File: src/rtl/sig_gen_pkg.sv
// sig_gen_pkg: shared FSM state encoding and AXIS width for the signal generator.
package sig_gen_pkg;
    localparam int AXIS_W = 32;
    typedef enum logic [2:0] {IDLE, LOAD, READ, DRAIN, END} state_t;
endpackage

File: src/rtl/stream_fifo.sv
// stream_fifo: synchronous FIFO with occupancy count and a zeroed head when empty.
module stream_fifo #(
    parameter int W     = 33,
    parameter int DEPTH = 4,
    localparam int PW   = (DEPTH > 1) ? $clog2(DEPTH) : 1,
    localparam int CW   = $clog2(DEPTH + 1)
) (
    input  logic          clk,
    input  logic          rstn,
    input  logic          i_push,
    input  logic [W-1:0]  i_data,
    input  logic          i_pop,
    output logic [W-1:0]  o_head,
    output logic [CW-1:0] o_count
);
    logic [W-1:0]  r_mem [DEPTH];
    logic [PW-1:0] r_wr, r_rd;
    logic [CW-1:0] r_count;
    function automatic logic [PW-1:0] nxt(input logic [PW-1:0] p);
        return (p == PW'(DEPTH - 1)) ? '0 : p + 1'b1;
    endfunction
    always_ff @(posedge clk) begin
        if (!rstn) begin
            r_wr    <= '0;
            r_rd    <= '0;
            r_count <= '0;
        end else begin
            if (i_push) begin
                r_mem[r_wr] <= i_data;
                r_wr        <= nxt(r_wr);
            end
            if (i_pop) r_rd <= nxt(r_rd);
            r_count <= r_count + CW'(i_push) - CW'(i_pop);
        end
    end
    assign o_head  = (r_count == '0) ? '0 : r_mem[r_rd];
    assign o_count = r_count;
endmodule

File: src/rtl/synchronizer_n.sv
// synchronizer_n: multi-flop synchroniser for asynchronous control inputs.
module synchronizer_n #(
    parameter int STAGES = 2,
    parameter int W      = 1
) (
    input  logic         clk,
    input  logic         rstn,
    input  logic [W-1:0] i_d,
    output logic [W-1:0] o_q
);
    logic [W-1:0] r_sync [STAGES];
    always_ff @(posedge clk) begin
        if (!rstn) begin
            for (int i = 0; i < STAGES; i++) r_sync[i] <= '0;
        end else begin
            r_sync[0] <= i_d;
            for (int i = 1; i < STAGES; i++) r_sync[i] <= r_sync[i-1];
        end
    end
    assign o_q = r_sync[STAGES-1];
endmodule

File: src/rtl/reg_table_streamer.sv
// reg_table_streamer: streams a table of {address, NREG registers} records from
// block RAM as AXI4-Stream words, throttling reads so the FIFO never overflows.
module reg_table_streamer
    import sig_gen_pkg::*;
#(
    parameter int N          = 10,
    parameter int NREG       = 8,
    parameter int MEM_LAT    = 2,
    parameter int FIFO_DEPTH = 4
) (
    input  logic              clk,
    input  logic              rstn,
    output logic [N-1:0]      mem_addr,
    input  logic [AXIS_W-1:0] mem_dout,
    output logic              m_axis_tvalid,
    input  logic              m_axis_tready,
    output logic [AXIS_W-1:0] m_axis_tdata,
    output logic              m_axis_tlast,
    output logic              busy,
    input  logic              START_REG,
    input  logic [N-1:0]      ADDR_REG,
    input  logic [15:0]       LEN_REG
);
    localparam int WCW = $clog2(NREG + 1);
    localparam int CW  = $clog2(FIFO_DEPTH + 1);

    state_t             r_state;
    logic [N-1:0]       r_rd_addr;
    logic [15:0]        r_rec_left;
    logic [WCW-1:0]     r_word_cnt;
    logic               r_busy;
    logic [MEM_LAT-1:0] r_pv, r_pl;
    logic               w_start, w_issue, w_last, w_pop, w_wrap;
    logic [CW-1:0]      w_count;
    logic [CW:0]        w_inflight, w_occ;
    logic [AXIS_W:0]    w_head;

    synchronizer_n #(.STAGES(2), .W(1)) u_sync (
        .clk (clk),
        .rstn(rstn),
        .i_d (START_REG),
        .o_q (w_start)
    );

    // Reads in flight plus buffered words bound the FIFO fill, so issue only with room left.
    always_comb begin
        w_inflight = '0;
        for (int i = 0; i < MEM_LAT; i++) w_inflight = w_inflight + (CW+1)'(r_pv[i]);
        w_occ = (CW+1)'(w_count) + w_inflight;
    end

    assign w_wrap  = r_word_cnt == WCW'(NREG);
    assign w_last  = (r_rec_left == 16'd1) && w_wrap;
    assign w_issue = (r_state == READ) && (w_occ < (CW+1)'(FIFO_DEPTH));
    assign w_pop   = m_axis_tvalid && m_axis_tready;

    always_ff @(posedge clk) begin
        if (!rstn) begin
            r_state    <= IDLE;
            r_rd_addr  <= '0;
            r_rec_left <= '0;
            r_word_cnt <= '0;
            r_busy     <= 1'b0;
            r_pv       <= '0;
            r_pl       <= '0;
        end else begin
            r_pv[0] <= w_issue;
            r_pl[0] <= w_issue && w_last;
            for (int i = 1; i < MEM_LAT; i++) begin
                r_pv[i] <= r_pv[i-1];
                r_pl[i] <= r_pl[i-1];
            end
            case (r_state)
                IDLE: if (w_start) r_state <= LOAD;
                LOAD: begin
                    r_rd_addr  <= ADDR_REG;
                    r_rec_left <= LEN_REG;
                    r_word_cnt <= '0;
                    r_busy     <= LEN_REG != 16'd0;
                    r_state    <= (LEN_REG == 16'd0) ? END : READ;
                end
                READ: if (w_issue) begin
                    r_rd_addr  <= r_rd_addr + 1'b1;
                    r_word_cnt <= w_wrap ? '0 : r_word_cnt + 1'b1;
                    r_rec_left <= w_wrap ? r_rec_left - 1'b1 : r_rec_left;
                    r_state    <= w_last ? DRAIN : READ;
                end
                DRAIN: if (w_pop && w_head[AXIS_W]) begin
                    r_busy  <= 1'b0;
                    r_state <= END;
                end
                END: if (!w_start) r_state <= IDLE;
                default: r_state <= IDLE;
            endcase
        end
    end

    stream_fifo #(.W(AXIS_W + 1), .DEPTH(FIFO_DEPTH)) u_fifo (
        .clk    (clk),
        .rstn   (rstn),
        .i_push (r_pv[MEM_LAT-1]),
        .i_data ({r_pl[MEM_LAT-1], mem_dout}),
        .i_pop  (w_pop),
        .o_head (w_head),
        .o_count(w_count)
    );

    assign mem_addr      = r_rd_addr;
    assign m_axis_tvalid = w_count != '0;
    assign m_axis_tdata  = w_head[AXIS_W-1:0];
    assign m_axis_tlast  = w_head[AXIS_W];
    assign busy          = r_busy;
endmodule

File: config.mk
export PLATFORM = sky130hd
export DESIGN_NAME = reg_table_streamer
export DESIGN_NICKNAME = d
export VERILOG_FILES = /design/src/rtl/sig_gen_pkg.sv /design/src/rtl/stream_fifo.sv /design/src/rtl/synchronizer_n.sv /design/src/rtl/reg_table_streamer.sv
export SDC_FILE = /design/constraint.sdc
export NUM_CORES = 1
export LEC_CHECK = 0
export CAP_MARGIN = 25
export CORE_MARGIN = 5
export CORE_UTILIZATION = 50
export DETAILED_ROUTE_END_ITERATION = 8
export GPL_TIMING_DRIVEN = 1
export PLACE_DENSITY = 0.74
export SLEW_MARGIN = 30
export SYNTH_ARGS = -nofsm -noshare
export SYNTH_HDL_FRONTEND = slang
export SYNTH_HIERARCHICAL = 1
export SYNTH_SLANG_ARGS = --single-unit
File: constraint.sdc
create_clock -name clk -period 2.3 [get_ports clk]
set_input_delay 0.23 -clock clk [delete_from_list [all_inputs] [get_ports clk]]
set_output_delay 0.23 -clock clk [all_outputs]
set_load 0.03 [all_outputs]
# Word level (Yosys, flattened, before mapping)
# Memories as Yosys holds them, arrays and structs flattened. A register that Yosys moved wholly into a read port is not among the register bits.
# Cells that the tools add are included.
[totals]
input_bits = 62
wordCells = 82
mem_count = 2
ff_bits = 45
output_inout_bits = 45
ramBits = 134
[memory_table]
columns = ["name", "depth", "width", "rd", "rd_clocked_by_memory_dff", "wr", "line", "text"]
rows = [
  ["u_fifo.r_mem", 4, 33, 1, 1, 1, "stream_fifo.sv:16", "logic [W-1:0] r_mem [DEPTH];"],
  ["u_sync.r_sync", 2, 1, 2, 0, 2, "synchronizer_n.sv:11", "logic [W-1:0] r_sync [STAGES];"],
]
[op_classes]
eq_ne = 13
n_lt_le_gt_ge = 1
addsub = 9
n_mux = 29
n_bitwise = 2
n_reduce_logical = 16
[ops]
columns = ["op", "n"]
rows = [
  ["two-way mux 33 bit", 1],
  ["two-way mux 16 bit", 2],
  ["one-hot mux 16 bit (2 select lines)", 1],
  ["one-hot mux 10 bit (2 select lines)", 1],
  ["equality test 16 x 1 -> 1 bit (second input constant)", 1],
  ["zero test 16 bit", 1],
  ["nonzero test 16 bit", 1],
  ["subtractor 16 x 1 -> 16 bit (second input constant)", 1],
  ["two-way mux 3 bit", 5],
  ["one-hot mux 3 bit (5 select lines)", 1],
  ["adder 10 x 1 -> 10 bit (second input constant)", 1],
  ["two-way mux 10 bit", 1],
  ["inequality test 2 bit (second input constant)", 5],
  ["two-way mux 1 bit", 9],
  ["two-way mux 2 bit", 4],
  ["two-way mux 4 bit", 2],
  ["one-hot mux 4 bit (2 select lines)", 1],
  ["equality test 3 x 2 -> 1 bit (second input constant)", 2],
  ["zero test 3 bit", 2],
  ["logical AND 1 bit", 5],
  ["adder 2 x 1 -> 2 bit (second input constant)", 2],
  ["adder 3 x 2 -> 4 bit", 1],
  ["adder 4 x 1 -> 4 bit (second input constant)", 1],
  ["equality test 2 bit (second input constant)", 2],
  ["other kinds (14)", 17],
]

# Depth between registers and ports, before layout
# Gate-level depths: netlist (run 1).
[logic_depth]
word_depth = 6
ltp_mapped = 9
mapped_depth_nobuf = 9

# Hierarchy
# Netlist (run 1), hierarchy kept.
[modules_own_cells]
columns = ["mod", "area_per_inst_um2", "n_inst", "seq_area_each_um2", "cells_each"]
rows = [
  ["stream_fifo", 5471.5, 1, 4144.0, 251],
  ["reg_table_streamer", 2388.5, 1, 760.7, 310],
  ["synchronizer_n", 52.6, 1, 40.0, 4],
]

# Worst setup path before layout (run 1)
# No wires, ideal clock.
[synth_timing]
kind = "register -> register"
start = "register u_fifo.r_count[1], in the netlist u_fifo/o_count[1]"
end = "register u_fifo.r_count[2], in the netlist u_fifo/o_count[2]"
t_arrival_ns = 2.212
required_ns = 2.183
stages_incl_launch_ff = 10
path_buffers = 0
slack_ns = -0.029
period_less_slack_ns = 2.329
setup_ns = 0.117
cell_sequence = "dfxtp_1 -> or3_1 -> and2_1 -> ha_1 -> inv_1 -> ha_1 -> inv_1 -> fa_1 -> xnor3_1 -> nor2_1"
[synth_between]
elab_chain_cells = 3
word_cells_on_any_way = 4
cone_classes = "add/sub: 2; reduce/logical: 2"
[synth_rtl]
columns = ["element", "line", "text"]
rows = [
  ["start: declaration", "stream_fifo.sv:18", "logic [CW-1:0] r_count;"],
  ["start signal: assignment", "stream_fifo.sv:33", "r_count <= r_count + CW'(i_push) - CW'(i_pop);"],
  ["nonzero test 3 bit", "reg_table_streamer.sv:109", "assign m_axis_tvalid = w_count != '0;"],
  ["net m_axis_tvalid", "reg_table_streamer.sv:15", "output logic m_axis_tvalid,"],
  ["logical AND 1 bit", "reg_table_streamer.sv:55", "assign w_pop = m_axis_tvalid && m_axis_tready;"],
  ["net w_pop", "reg_table_streamer.sv:33", "logic w_start, w_issue, w_last, w_pop, w_wrap;"],
  ["subtractor 3 x 1 -> 3 bit", "stream_fifo.sv:33", ""],
]
# The timed path passes the listed nets, and every way through them passes these cells.
# A chain may end at the register's enable or synchronous reset.

==> results of run 1 <==
[area by class of cell]
type                    instances  area (µm²)  area share (%)
clock buffers                  20         437            4.50
clock inverters                12         126            1.30
inverters                      16        60.1           0.619
multi-input cells             335        2680            27.6
flip-flops and latches        181        4950            51.0
well taps                     216         270            2.78
repair buffers                124        1190            12.2
[stage by stage]
stage	hold slack [ps]	cells	power, mW	area [µm²]
2_1_floorplan	329	565	6.57	7920
3_3_place_gp	420	872	7.70	9140
3_5_place_dp	419	872	7.79	9140
4_1_cts	348	904	10.6	9700
5_1_grt	397	904	11.0	9710
6_report	370	904	10.5	9710
[sequential cells by signal (all words and copies together) (netlist names), named ones only]
signal,flops
busy,1
mem_addr,10
r_pl,2
r_pv,2
r_rec_left,16
r_state,3
r_word_cnt,4
u_fifo/o_count,3
u_fifo/r_mem,132
u_fifo/r_rd,2
u_fifo/r_wr,2
u_sync/r_sync,2
[cell usage after synthesis, types with 12 or more instances]
master / n / area [µm²]
a21oi_1: 36 / 180
edfxtp_1: 132 / 3960
mux4_2: 30 / 676
nand3_1: 20 / 100
nor2_1: 23 / 86.3
o21ai_0: 13 / 65.1
ha_1: 13 / 163
dfxtp_1: 49 / 981
and2_1: 43 / 269
nand2_1: 44 / 165
clkbuf_1: 12 / 45.0
inv_1: 15 / 56.3
[metal layers]
layer,track usage [%],up-vias,wire [µm]
li1,-,2381,-
met1,23.6,2501,6810
met2,31.7,171,8480
met3,3.94,24,967
met4,6.61,0,235
met5,0,-,0
[placed cells by master (no fill, tap or decap), types with 5 or more instances in the layout]
master           instances
and2_1                  42
nor3_1                   8
and3_1                   6
dfxtp_1                 48
nor4_1                  10
buf_4                   41
ha_1                    13
clkbuf_16               17
o31ai_1                  7
inv_1                   15
edfxtp_1               132
clkdlybuf4s50_1         73
mux4_2                  30
nand2_1                 44
buf_12                   5
o21ai_0                 13
a21oi_1                 36
nand3_1                 20
a31oi_1                  7
nor2_1                  23
[report_power, final]
part / switching [mW] / internal, mW
sequential: 0.209 / 3.67
clock: 1.17 / 1.60
combinational: 2.21 / 1.61
[worst paths after layout]
kind                                          start                  end  slack [ps]  depth (start not counted)
worst max register to register    u_fifo/o_count[0]    u_fifo/o_count[2]         160                          9
worst min-delay path                      START_REG  u_sync/r_sync[0][0]         370                          2
worst max-delay path                           flop     m_axis_tdata[10]          80                          4
worst min register to register  u_sync/r_sync[0][0]  u_sync/r_sync[0][1]         430                          1
[timing repair]
action	4_1_cts	5_1_grt
resized for setup	5	1
hold endpoints to repair	0	0
endpoints found under the setup margin	24	20
[kinds of logic (layout without fill, tap and decap cells)]
kind of cell / after synthesis / after routing / share of synthesized area (%)
compound gates: 94 / 94 / 7.81
mux: 36 / 36 / 9.91
fa+ha+maj: 14 / 14 / 2.31
flops: 181 / 181 / 62.5
xor+xnor: 4 / 4 / 0.617
simple gates: 187 / 187 / 13.1
buf+inv: 49 / 172 / 3.79
==> summary.txt, run 1 <==
Logic synthesis
  • Distinct cells, synth: 65
  • Syn_area_per_cell: 14.0 µm²
  • Post-synth EDFFs: 132
  • Register area share after synthesis: 62.5%
  • Synth Register Bits: 181
  • Mapped Cells: 565
  • Syn nets: 641
  • Asr flop ratio synth: 0%
  • Yosys warns: 6
  • Ys flop type: edfxtp_1
  • Mapped cell area: 7910 µm²

STA
  • FMAX: 451 MHz
  • Worst slew pin tran: 553 ps
  • Period minus WS final: 2220 ps
  • Max Transition Viols Final: 0
  • Hold Vio Cnt, Final: 0
  • Clock Skew: 9.89 ps
  • Count of final setup violators: 0
  • Period utilisation layout: 96.5%
  • Worst slew margin: 63.2%
  • RSZ-0062 raised after global routing: true
  • Total negative setup slack: 0 ps
  • Final worst slack: 80.4 ps

Finish
  • Layout cells sized above 1: 18.6%
  • Ant. Diodes: 0
  • Fillers: 1169
  • Synth-to-layout area growth: 22.7%
  • Layout Nets: 751
  • Post-Route Utilization: 61.8%

Worst hold path
  • Min-delay worst type: input pin to flop

CTS
  • CTS Hold Buffers Added: 0
  • Root Buffer: clkbuf_16
  • Worst-skew pair later-pin latency: 420 ps
  • CTS tree: built
  • CTS Sinks: 181
  • CTS max path bufs: 2
  • Post-CTS Repair Setup Buffers: 0
  • H-tree level count: 4
  • Reg clk slew, reported paths: 70 ps
  • TritonCTS Buffers: 17

Setup path
  • Critical Path Sink Type: output port
  • Crit-path cells: buf_6 > mux4_2 > and2_1 > buf_4
  • Critical path type: flop to output port
  • CP peak stage delay: 520 ps
  • Worst path buffer plus inverter count: 2
  • CP startpoint kind: flop
  • CP max stage cell: mux4_2
  • CP Data Required Time: 2070 ps
  • CP max FO: 16
  • Crit path DAT: 1990 ps
  • Top delay family on crit path: multiplexers

Flow run
  • Max cap viols: 0

Drt
  • Remaining antenna violation count: 0
  • Vias: 5077
  • Initial DRC Count: 367
  • DRC Markers: 0
  • First-pass DRT Iterations: 6
  • Vias per cell: 5.62
  • Post-DR wirelength/cell: 18.2 µm
  • Final WL: 16500 µm

Global routing
  • Global Route Usage Sum: 18.6%
  • First-pass GRT wire length: 26500 µm
  • Largest net degree at the start of global routing: 55
  • Grt total ovfl: 0
  • Vias in the first global route: 5186
  • Initial antenna violation count: 0

Placed design
  • Detailed placement HPWL: 11100 µm
  • Port Buffers: 106
  • Gpl congestion: 0.859
  • Place WS: 118 ps

Floorplan
  • Vert. Die Dim: 136 µm
  • Die Area: 18400 µm²
  • Width of the die: 136 µm
  • Num rows: 46
  • Initial Utilization: 50.4%
  • Area of the core: 15700 µm²
  • Io pins: 107

Power and ir drop
  • Worst VDD drop: 563 µV
  • Pwr/cell area: 1080 nW/µm²
  • Pleak: 3.34 nW

Run status
  • Status: complete, no violations
No activity file was read; power rests on OpenSTA's default activity.
==> run 2: changes to the inputs <==
Settings changed: CORE_MARGIN 5 to default.
==> run 2 against run 1 <==
  * Critical path depth increased by 2
  * First-iteration DRC count increased by 10%
  * Utilization increased by 2.3 points
  * Final cell count increased by 0.22%
  * Non-clock buffer count increased by 7
  * Sequential cell count unchanged
  * Total power increased by 1.7%
  * Critical path type unchanged
  * Die area decreased by 11%
  * Combinational power about the same
  * Sequential power about the same
  * Clock power increased by 6%
==> summary.txt, run 2 (synthesis gave the netlist of run 1 again) <==
Setup path
  • R2r endpoint: r_state[1]
  • CP Capture Point: m_axis_tdata[21]
  • Crit path DAT: 2000 ps (about the same)
  • Critical Path Sink Type: output port
  • WP depth: 6 (+2)
  • Crit-path cells: buf_12 > buf_8 > buf_4 > mux4_2 > and2_1 > buf_4
  • CP peak stage delay: 480 ps (-40 ps)
  • CP max FO: 7 (-9)
  • CP max stage cell: mux4_2
  • Critical path type: flop to output port
  • CP startpoint kind: flop
  • Critical path's most frequent cell: buf_4
  • Top delay family on crit path: buffers and inverters
  • Flop2flop setup slack: 120 ps (-40 ps)
  • CP Data Required Time: 2070 ps (about the same)
  • R2R depth: 8 (-1)
  • Worst path buffer plus inverter count: 4 (+2)

Finish
  • Commonest non-fill, non-tap cells in the layout: edfxtp_1, clkdlybuf4s50_1, dfxtp_1, nand2_1, and2_1
  • Layout cells sized above 1: 20.0% (+1.4 points)
  • Design area: 9810 µm² (+1.0%)
  • Max reg flops: 132 (unchanged)
  • Synth-to-layout area growth: 23.9%
  • Ant. Diodes: 0 (unchanged)
  • Leading cell type in the layout, fill and taps excluded: edfxtp_1
  • Layout Nets: 758 (+0.93%)
  • Biggest register: u_fifo/r_mem

Drt
  • Vias per cell: 5.58 (-0.73%)
  • DRC Markers: 0 (unchanged)
  • Post-DR wirelength/cell: 17.6 µm (-3.3%)
  • Remaining antenna violation count: 0 (unchanged)
  • Vias: 5051 (-0.51%)
  • Final WL: 16000 µm (-3.1%)
  • Initial DRC Count: 405 (+10%)
  • First-pass DRT Iterations: 5 (-1)

Floorplan
  • Io pins: 107 (unchanged)
  • Vert. Die Dim: 128 µm (-5.9%)
  • Area of the core: 15300 µm² (-2.5%)
  • Die Area: 16300 µm² (-11%)
  • Width of the die: 128 µm (-5.9%)
  • Initial Utilization: 51.7% (+1.3 points)
  • Num rows: 45 (-2.2%)

STA
  • Final worst slack: 70.4 ps (-10.0 ps)
  • RSZ-0062 raised after global routing: false
  • Clock Skew: 5.80 ps (-4.09 ps)
  • Worst slew margin: 67.3% (+4.1 points)
  • Period utilisation layout: 96.9% (+0.44 points)
  • Period minus WS final: 2230 ps (+10.0 ps)
  • Count of final setup violators: 0 (unchanged)
  • Hold Vio Cnt, Final: 0 (unchanged)
  • Max Transition Viols Final: 0 (unchanged)
  • FMAX: 449 MHz (-0.45%)
  • Worst slew pin tran: 487 ps (-65.4 ps)

CTS
  • CTS max path bufs: 2 (unchanged)
  • Worst-skew pair later-pin latency: 430 ps (about the same)
  • TritonCTS Buffers: 17 (unchanged)
  • CTS Sinks: 181 (unchanged)
  • H-tree level count: 4 (unchanged)
  • Reg clk slew, reported paths: 70 ps (about the same)
  • CTS tree: built
  • CTS Hold Buffers Added: 0 (unchanged)
  • Root Buffer: clkbuf_16

Global routing
  • Grt total ovfl: 0 (unchanged)
  • Global Route Usage Sum: 20.3% (+1.7 points)
  • GRT busiest layer: met2
  • First-pass GRT wire length: 25100 µm (-5.5%)
  • Largest net degree at the start of global routing: 55 (unchanged)
  • Met3 usage: 4.13% (+0.19 points)
  • Initial antenna violation count: 0 (unchanged)
  • Vias in the first global route: 4995 (-3.7%)
  • Met1 usage: 25.3% (+1.7 points)
  • Met2 usage: 35.1% (+3.4 points)

Placed design
  • Detailed placement HPWL: 10200 µm (-7.7%)
  • Port Buffers: 106 (unchanged)
  • Placed Area: 9190 µm² (+0.52%)
  • Gpl congestion: 0.835 (-2.8%)
  • Place WS: 106 ps (-12.5 ps)

Power and ir drop
  • Pwr/cell area: 1080 nW/µm² (+0.64%)
  • Pleak: 3.40 nW (+1.5%)
  • Worst VDD drop: 573 µV (+1.9%)

Worst hold path
  • Min-delay worst type: input pin to flop

Run status
  • Status: complete, no violations

Flow run
  • Max cap viols: 0 (unchanged)
==> run 2: cell count changes in the layout (fill, tap and decap cells not counted), moves of 3 or more <==
cell           delta
buf_2             +8
clkbuf_2          +9
buf_4            -13
dlygate4sd2_1     -3
==> run 2: worst min-delay path by stage <==
stage / startpoint / end / slack (ps) / cells past startpoint
finish: START_REG / u_sync/r_sync[0][0] / 360 / 2
global placement: u_sync/r_sync[0][0] / u_sync/r_sync[0][1] / 420 / 1
global route: START_REG / u_sync/r_sync[0][0] / 360 / 2
detailed placement: u_sync/r_sync[0][0] / u_sync/r_sync[0][1] / 420 / 1
floorplan: mem_dout[0] / u_fifo/r_mem[0][0] / 330 / 0
CTS: START_REG / u_sync/r_sync[0][0] / 350 / 2
==> run 2: final cells by class <==
cell class	count	area (µm²)
fillers	1102	5510
flip-flops and latches	181	4950
multi-input cells	335	2680
repair buffers	131	1250
clock buffers	18	429
well taps	211	264
clock inverters	14	175
inverters	16	60.1
==> run 2: power by group <==
part           internal, mW  total, mW  leakage, nW  switching [mW]
Sequential             3.67       3.88         1.58           0.209
Combinational          1.62       3.80         1.52            2.18
Clock                  1.72       2.95        0.290            1.23
Total                  7.02       10.6         3.40            3.62
==> run 2: stage by stage <==
| stage | power (mW) | TNS (ps) | hold WS (ps) | cells | utilization, % |
|---|---|---|---|---|---|
| 2_1_floorplan | 6.57 | 0 | 329 | 565 | - |
| 3_3_place_gp | 7.70 | 0 | 416 | 867 | 60.0 |
| 3_5_place_dp | 7.78 | 0 | 420 | 867 | 60.0 |
| 4_1_cts | 10.6 | -10.0 | 350 | 903 | 63.9 |
| 5_1_grt | 11.1 | 0 | 355 | 906 | 64.0 |
| 6_report | 10.6 | 0 | 361 | 906 | 64.0 |
==> run 2: routing by layer <==
metal,part of all wire [%],up-vias
li1,-,2391
met2,50,154
met4,1.4,0
met1,43,2488
met3,4.7,18
met5,0,-
==> run 2: what timing repair did <==
item                                    4_1_cts  5_1_grt
endpoints found under the setup margin       28       21
gates resized for setup                      50       30
setup buffers                                 4        2
gates cloned                                  0        1
==> run 2: worst reg2reg max path: stages, from the launching register on <==
cell     delay, ps
dfxtp_4        390
buf_4          120
mux4_2         500
and2_1         200
o311a_1        140
nor3b_1        240
nor3_1         110
and3_1         190
nor4_1         180
